**src/rtl/high_score_tracker_pkg.sv**
```systemverilog
`default_nettype none
// ============================================================================
// Module      : high_score_tracker_pkg
// Description : Shared definitions for the high-score tracker: game-state
//               encodings driven by the game FSM, the tracker FSM state type,
//               the BCD digit width and the reset value of each score digit.
// Revision    : 1.0 - initial release
// ============================================================================
package high_score_tracker_pkg;

    localparam int BCD_W      = 4;
    localparam int NUM_DIGITS = 6;

    // Encodings of the game state machine output
    localparam logic [1:0] GS_IDLE = 2'b00;
    localparam logic [1:0] GS_WAIT = 2'b01;
    localparam logic [1:0] GS_TIME = 2'b10;
    localparam logic [1:0] GS_DONE = 2'b11;

    localparam logic [BCD_W-1:0] HS_INIT_DIGIT_DEFAULT = 4'd9;

    typedef enum logic [1:0] {
        ST_IDLE   = 2'd0,
        ST_CMP    = 2'd1,
        ST_UPDATE = 2'd2
    } hs_state_t;

    typedef logic [NUM_DIGITS-1:0][BCD_W-1:0] score_t;

endpackage : high_score_tracker_pkg
`default_nettype wire

```
**src/rtl/high_score_tracker_score_display_mux.sv**
```systemverilog
`default_nettype none
// ============================================================================
// Module      : score_display_mux
// Description : Six 2:1 4-bit muxes choosing between the stored best score
//               and the live count for the BCD encoders.
// Ports       : i_sel_hs - 1 selects the stored score, 0 the live count
//               i_hs     - stored best score digits (digit 0 least significant)
//               i_cur    - live count digits
//               o_disp   - digits forwarded to the encoders
// Revision    : 1.0 - initial release
// ============================================================================
module score_display_mux
    import high_score_tracker_pkg::*;
(
    input  logic   i_sel_hs,
    input  score_t i_hs,
    input  score_t i_cur,
    output score_t o_disp
);

    for (genvar gi = 0; gi < NUM_DIGITS; gi++) begin : g_digit
        assign o_disp[gi] = i_sel_hs ? i_hs[gi] : i_cur[gi];
    end

endmodule : score_display_mux
`default_nettype wire

```
**src/rtl/high_score_tracker.sv**
```systemverilog
`default_nettype none
// ============================================================================
// Module      : high_score_tracker
// Description : Captures the six-digit BCD reaction time when a round ends,
//               compares it digit-serially (most significant first) against
//               the stored best (lowest) time and replaces the best when the
//               new time is strictly lower. Drives the display digits and a
//               timed new-record LED.
// Ports       : clk         - divided game clock (1 kHz)
//               Reset       - asynchronous active-high reset
//               clear_hs    - (HS_CLEAR_EN only) restore 999999 while idle
//               game_state  - game FSM state (00 idle .. 11 done)
//               cur0..cur5  - live BCD count, cur0 least significant
//               disp0..disp5- digits to the BCD encoders
//               hs_busy     - compare in progress
//               new_record  - one-cycle pulse when the best is replaced
//               rec_led     - new-record LED
// Macro       : HS_CLEAR_EN adds the clear_hs input.
// Revision    : 1.0 - initial release
// ============================================================================
module high_score_tracker
    import high_score_tracker_pkg::*;
#(
    parameter int                REC_LED_CYCLES = 2000,
    parameter logic [BCD_W-1:0]  HS_INIT_DIGIT  = HS_INIT_DIGIT_DEFAULT
) (
    input  logic             clk,
    input  logic             Reset,
`ifdef HS_CLEAR_EN
    input  logic             clear_hs,
`endif
    input  logic [1:0]       game_state,
    input  logic [BCD_W-1:0] cur0,
    input  logic [BCD_W-1:0] cur1,
    input  logic [BCD_W-1:0] cur2,
    input  logic [BCD_W-1:0] cur3,
    input  logic [BCD_W-1:0] cur4,
    input  logic [BCD_W-1:0] cur5,
    output logic [BCD_W-1:0] disp0,
    output logic [BCD_W-1:0] disp1,
    output logic [BCD_W-1:0] disp2,
    output logic [BCD_W-1:0] disp3,
    output logic [BCD_W-1:0] disp4,
    output logic [BCD_W-1:0] disp5,
    output logic             hs_busy,
    output logic             new_record,
    output logic             rec_led
);

    localparam int     C_LED_W   = $clog2(REC_LED_CYCLES + 1);
    localparam score_t C_HS_INIT = {NUM_DIGITS{HS_INIT_DIGIT}};

    hs_state_t          r_state;
    hs_state_t          w_next_state;
    logic [1:0]         r_prev_state;
    score_t             r_snap;
    score_t             r_hs;
    logic [2:0]         r_idx;
    logic [C_LED_W-1:0] r_led_cnt;

    score_t             w_cur;
    score_t             w_disp;
    logic               w_end_evt;
    logic               w_clear_req;
    logic               w_capture;
    logic               w_idx_dec;
    logic               w_do_update;
    logic               w_do_clear;
    logic [BCD_W-1:0]   w_snap_digit;
    logic [BCD_W-1:0]   w_hs_digit;

    assign w_cur     = {cur5, cur4, cur3, cur2, cur1, cur0};
    assign w_end_evt = (game_state == GS_DONE) && (r_prev_state != GS_DONE);

`ifdef HS_CLEAR_EN
    assign w_clear_req = clear_hs;
`else
    assign w_clear_req = 1'b0;
`endif

    assign w_snap_digit = r_snap[r_idx];
    assign w_hs_digit   = r_hs[r_idx];

    // ------------------------------------------------------------------
    // Tracker FSM
    // ------------------------------------------------------------------
    always_ff @(posedge clk or posedge Reset) begin
        if (Reset) begin
            r_state <= ST_IDLE;
        end else begin
            r_state <= w_next_state;
        end
    end

    always_comb begin
        w_next_state = r_state;
        w_capture    = 1'b0;
        w_idx_dec    = 1'b0;
        w_do_update  = 1'b0;
        w_do_clear   = 1'b0;
        case (r_state)
            ST_IDLE: begin
                // A clear in the same cycle as a round end swallows the event
                if (w_clear_req) begin
                    w_do_clear = 1'b1;
                end else if (w_end_evt) begin
                    w_capture    = 1'b1;
                    w_next_state = ST_CMP;
                end
            end
            ST_CMP: begin
                if (w_snap_digit < w_hs_digit) begin
                    w_next_state = ST_UPDATE;
                end else if (w_snap_digit > w_hs_digit) begin
                    w_next_state = ST_IDLE;
                end else if (r_idx == 3'd0) begin
                    // Every digit equal: a tie keeps the old score
                    w_next_state = ST_IDLE;
                end else begin
                    w_idx_dec = 1'b1;
                end
            end
            ST_UPDATE: begin
                w_do_update  = 1'b1;
                w_next_state = ST_IDLE;
            end
            default: begin
                w_next_state = ST_IDLE;
            end
        endcase
    end

    // ------------------------------------------------------------------
    // Snapshot, digit index, stored score and LED timer
    // ------------------------------------------------------------------
    always_ff @(posedge clk or posedge Reset) begin
        if (Reset) begin
            r_prev_state <= GS_IDLE;
            r_snap       <= '0;
            r_idx        <= 3'd0;
            r_hs         <= C_HS_INIT;
            r_led_cnt    <= '0;
        end else begin
            r_prev_state <= game_state;

            if (w_capture) begin
                r_snap <= w_cur;
                r_idx  <= 3'd5;
            end else if (w_idx_dec) begin
                r_idx <= r_idx - 3'd1;
            end

            if (w_do_update) begin
                r_hs <= r_snap;
            end else if (w_do_clear) begin
                r_hs <= C_HS_INIT;
            end

            if (w_do_update) begin
                r_led_cnt <= C_LED_W'(REC_LED_CYCLES);
            end else if (w_do_clear || (r_led_cnt == '0)) begin
                r_led_cnt <= '0;
            end else begin
                r_led_cnt <= r_led_cnt - C_LED_W'(1);
            end
        end
    end

    assign hs_busy    = (r_state != ST_IDLE);
    assign new_record = (r_state == ST_UPDATE);
    assign rec_led    = (r_led_cnt != '0);

    // ------------------------------------------------------------------
    // Display selection
    // ------------------------------------------------------------------
    score_display_mux u_disp_mux (
        .i_sel_hs (game_state == GS_IDLE),
        .i_hs     (r_hs),
        .i_cur    (w_cur),
        .o_disp   (w_disp)
    );

    assign disp0 = w_disp[0];
    assign disp1 = w_disp[1];
    assign disp2 = w_disp[2];
    assign disp3 = w_disp[3];
    assign disp4 = w_disp[4];
    assign disp5 = w_disp[5];

endmodule : high_score_tracker
`default_nettype wire

```
**config.mk**
```make
export PLATFORM = sky130hd
export DESIGN_NAME = high_score_tracker
export DESIGN_NICKNAME = d
export VERILOG_FILES = /design/src/rtl/high_score_tracker_pkg.sv /design/src/rtl/high_score_tracker_score_display_mux.sv /design/src/rtl/high_score_tracker.sv
export SDC_FILE = /design/constraint.sdc
export NUM_CORES = 1
export LEC_CHECK = 0
export CAP_MARGIN = 25
export CORE_MARGIN = 2
export CORE_UTILIZATION = 40
export CTS_CLUSTER_DIAMETER = 100
export DETAILED_ROUTE_END_ITERATION = 7
export PLACE_DENSITY_LB_ADDON = 0.15
export SETUP_SLACK_MARGIN = 0.02
export SLEW_MARGIN = 20
export SYNTH_ARGS = -nofsm -noshare
export SYNTH_HDL_FRONTEND = slang
export SYNTH_SLANG_ARGS = --single-unit
```
**constraint.sdc**
```tcl
create_clock -name clk -period 2.8 [get_ports clk]
set_clock_uncertainty 0.2 [all_clocks]
set_input_delay 0.42 -clock clk [delete_from_list [all_inputs] [get_ports clk]]
set_output_delay 0.42 -clock clk [all_outputs]
set_load 0.02 [all_outputs]
```
==> reports/results.ini <==
[timing]
slew_viol_final = 0
slew_headroom_pct = 76.0
setup_viol = 0
period_share_pct = 98.3
fin_setup_tns_ns = 0
hold_violations = 0
hold-worst-slack_ns = 0.263
worst_pin_slew_ns = 0.360
fmaxAchievable_ghz = 0.363
rsz0062_at_grt = yes
fin_crit_ns = 2.75

[placement]
gp_congestion = 0.738
port_buffers = 54
place_area_um2 = 4190
dpl.hpwl_mm = 5.04

[floorplan]
start_util_pct = 41.3
io_pins = 55
coreArea_um2 = 8220
die_h_um = 96.1
die_w_um = 96.1
die_area_um2 = 9230
rows = 33

[critical_path]
slowest_delay_ns = 0.47
end_kind = output pin
cp-start-kind = flop
cp.arrival_ns = 2.13
crit_chain = inv_1 -> ha_2 -> or4b_4 -> or4_4 -> nor2_8 -> inv_2 -> buf_6
cp.required_ns = 2.18
path_max_fanout = 2
slowest_stage = or4_4
crit_type = flop to output pin

[final_layout]
multi_input_area_um2 = 1640
num-fill-cells = 735
final_area_um2 = 4470
utilization_pct = 54.4
synthToLayoutAreaGrowth_pct = 31.8
layout.nets = 423
drive_above_1_share_pct = 30.8
antenna_cells = 0
seq_area_um2 = 1670

[synthesis]
synth_seq_cells = 66
syn_inst = 312
synthTopCellsByArea = dfrtp_1 40%, mux2_2 16%, dfstp_2 9.3%, nand2_1 9.3%, mux4_2 5.3%
synth_cell_types = 35
synth_warnings = 0
ys_async_sr_fraction_pct = 100
synthFlopType = dfrtp_1
synth-edff-count = 0
syn-cell-area_um2 = 3390
synth_common_cells = 84 x nand2_1, 54 x dfrtp_1, 48 x mux2_2
synth.most_common_cell = nand2_1
synth.avg_cell_area_um2 = 10.9
synth_area_leader_cell = dfrtp_1
yosysTopAreaCellShare_pct = 39.8
syn-num-nets = 347
ys_seq_area_share_pct = 49.1

[detailed_routing]
wl_per_cell_um = 14.7
routed_via_density = 5.12
ant_nets = 0
drt_pre_antenna_iters = 4
drc = 0
drtIter0Drc = 122
via_count = 2551
totalWireLength_mm = 7.30

[power]
pwr-share-seq_pct = 42.0
power.total_mw = 4.28
p_leak_nw = 2.16
combPwrFrac_pct = 39.6
p_clk_share_pct = 18.5
p_sw_mw = 1.54
power_density_nw_per_um2 = 959
power.internal_mw = 2.75
sw_frac_of_total_pct = 35.9
vdd_drop_max_v = 0.000370

[cts]
clkTransAtPathRegs_ns = 0.07
postCtsHoldBufs = 0
cts_tree = yes
cts-root-buf = clkbuf_8
clock-sinks = 66
cts_buffers = 9
clkLatencyLatePin_ns = 0.34
clockBufferDepth = 2
htreeDepth = 3

[job]
max_cap_viol_count = 0

[global_route]
grt_pass1_wl_mm = 12.3
antenna_found_initial = 0
track_usage_pct = 17.7
grt_max_degree = 67
overflow = 0
grt_pass1_vias = 2553

[hold_path]
hold_path.class = input port to async pin

[run_status]
status = finished clean

[cell type report]
type / instances / share of cell area, %
inverter: 9 / 0.756
clock buffer: 13 / 3.33
multi-input combinational: 223 / 36.8
tap: 105 / 2.94
timing repair buffer: 79 / 18.0
clock inverter: 3 / 0.896
sequential: 66 / 37.3
[through the flow]
step | instances | setup WS, ns
finish | 498 | 0.0485
global route | 498 | -0.0384
CTS | 492 | 0.0190
detailed placement | 476 | -0.0536
global placement | 476 | -0.0269
floorplan | 312 | 0.0506
[state kept, by name, indices dropped and copies added (netlist names)]
name          cells
r_state           2
r_snap           24
r_prev_state      2
r_led_cnt        11
r_idx             3
r_hs             24
[power groups by stage]
stage | registers [mW] | clock network, mW | logic (mW)
detailed placement | 1.81 | 0 | 1.71
global route | 1.86 | 0.858 | 1.91
floorplan | 1.69 | 0 | 1.23
global placement | 1.80 | 0 | 1.67
finish | 1.80 | 0.792 | 1.69
CTS | 1.80 | 0.811 | 1.70
[per-layer routing]
| layer | track usage, % | vias to the layer above | share of wire, % |
|---|---|---|---|
| met5 | 0 | - | 0 |
| met4 | 8.21 | 0 | 1.7 |
| met3 | 3.21 | 8 | 3.7 |
| met2 | 27.7 | 49 | 47 |
| met1 | 23.8 | 1263 | 47 |
| li1 | - | 1231 | - |
[cells in the final DEF (no fill, tap or decap), types with 2 or more instances in the layout]
cell type and count:
nand2_1 84, dfrtp_1 54, mux2_2 48, clkdlybuf4s50_1 31, buf_4 21, dlymetal6s2s_1 14
dfstp_2 12, clkbuf_8 10, nor2_1 8, mux2i_1 8, mux4_2 8, dlygate4sd2_1 8
nor3_1 7, nand3_1 7, inv_1 6, a21oi_1 6, ha_1 6, o21ai_0 5
xnor2_1 4, o21ai_2 4, buf_12 4, nand2b_1 3, nor4_1 3, xor2_1 3
clkbuf_1 3, or3_1 2, or4_4 2, inv_2 2, and3_1 2, o21ai_1 2
clkinv_2 2
[worst paths after layout]
path                               from           end  slack, ns  cells past startpoint
min reg2reg                    r_hs[23]      r_hs[23]       0.26                      2
min                               Reset  r_led_cnt[7]       0.26                      3
max                        r_led_cnt[0]       rec_led       0.05                      7
min in group clk               r_hs[23]      r_hs[23]       0.26                      2
max reg2reg                    r_idx[0]      r_idx[1]       0.12                      9
max in group asynchronous         Reset      r_hs[23]       1.81                      3
[cells by family after synthesis]
| kind of cell | count (synthesis) | synth area share [%] |
|---|---|---|
| buffers and inverters | 23 | 2.66 |
| adder cells (fa/ha/maj) | 7 | 2.58 |
| AND/OR/NAND/NOR | 125 | 16.5 |
| AO/OA/AOI/OAI | 20 | 3.69 |
| XOR/XNOR | 7 | 1.81 |
| multiplexers | 64 | 23.6 |
| flip-flops | 66 | 49.1 |
[worst max-delay path: cells and delay by family, from the launching register on]
kind | cells | cell delay, ns
adder cells (fa/ha/maj) | 1 | 0.17
buffers and inverters | 3 | 0.22
flip-flops | 1 | 0.38
AND/OR/NAND/NOR | 3 | 1.03
[timing repair]
| action | 4_1_cts | 5_1_grt |
|---|---|---|
| setup buffers | 0 | 6 |
| setup endpoints to repair | 9 | 17 |
| hold endpoints to repair | 0 | 0 |
| gates resized for setup | 12 | 21 |
| pin swaps | 1 | 1 |
(Power assumes the default switching activity.)
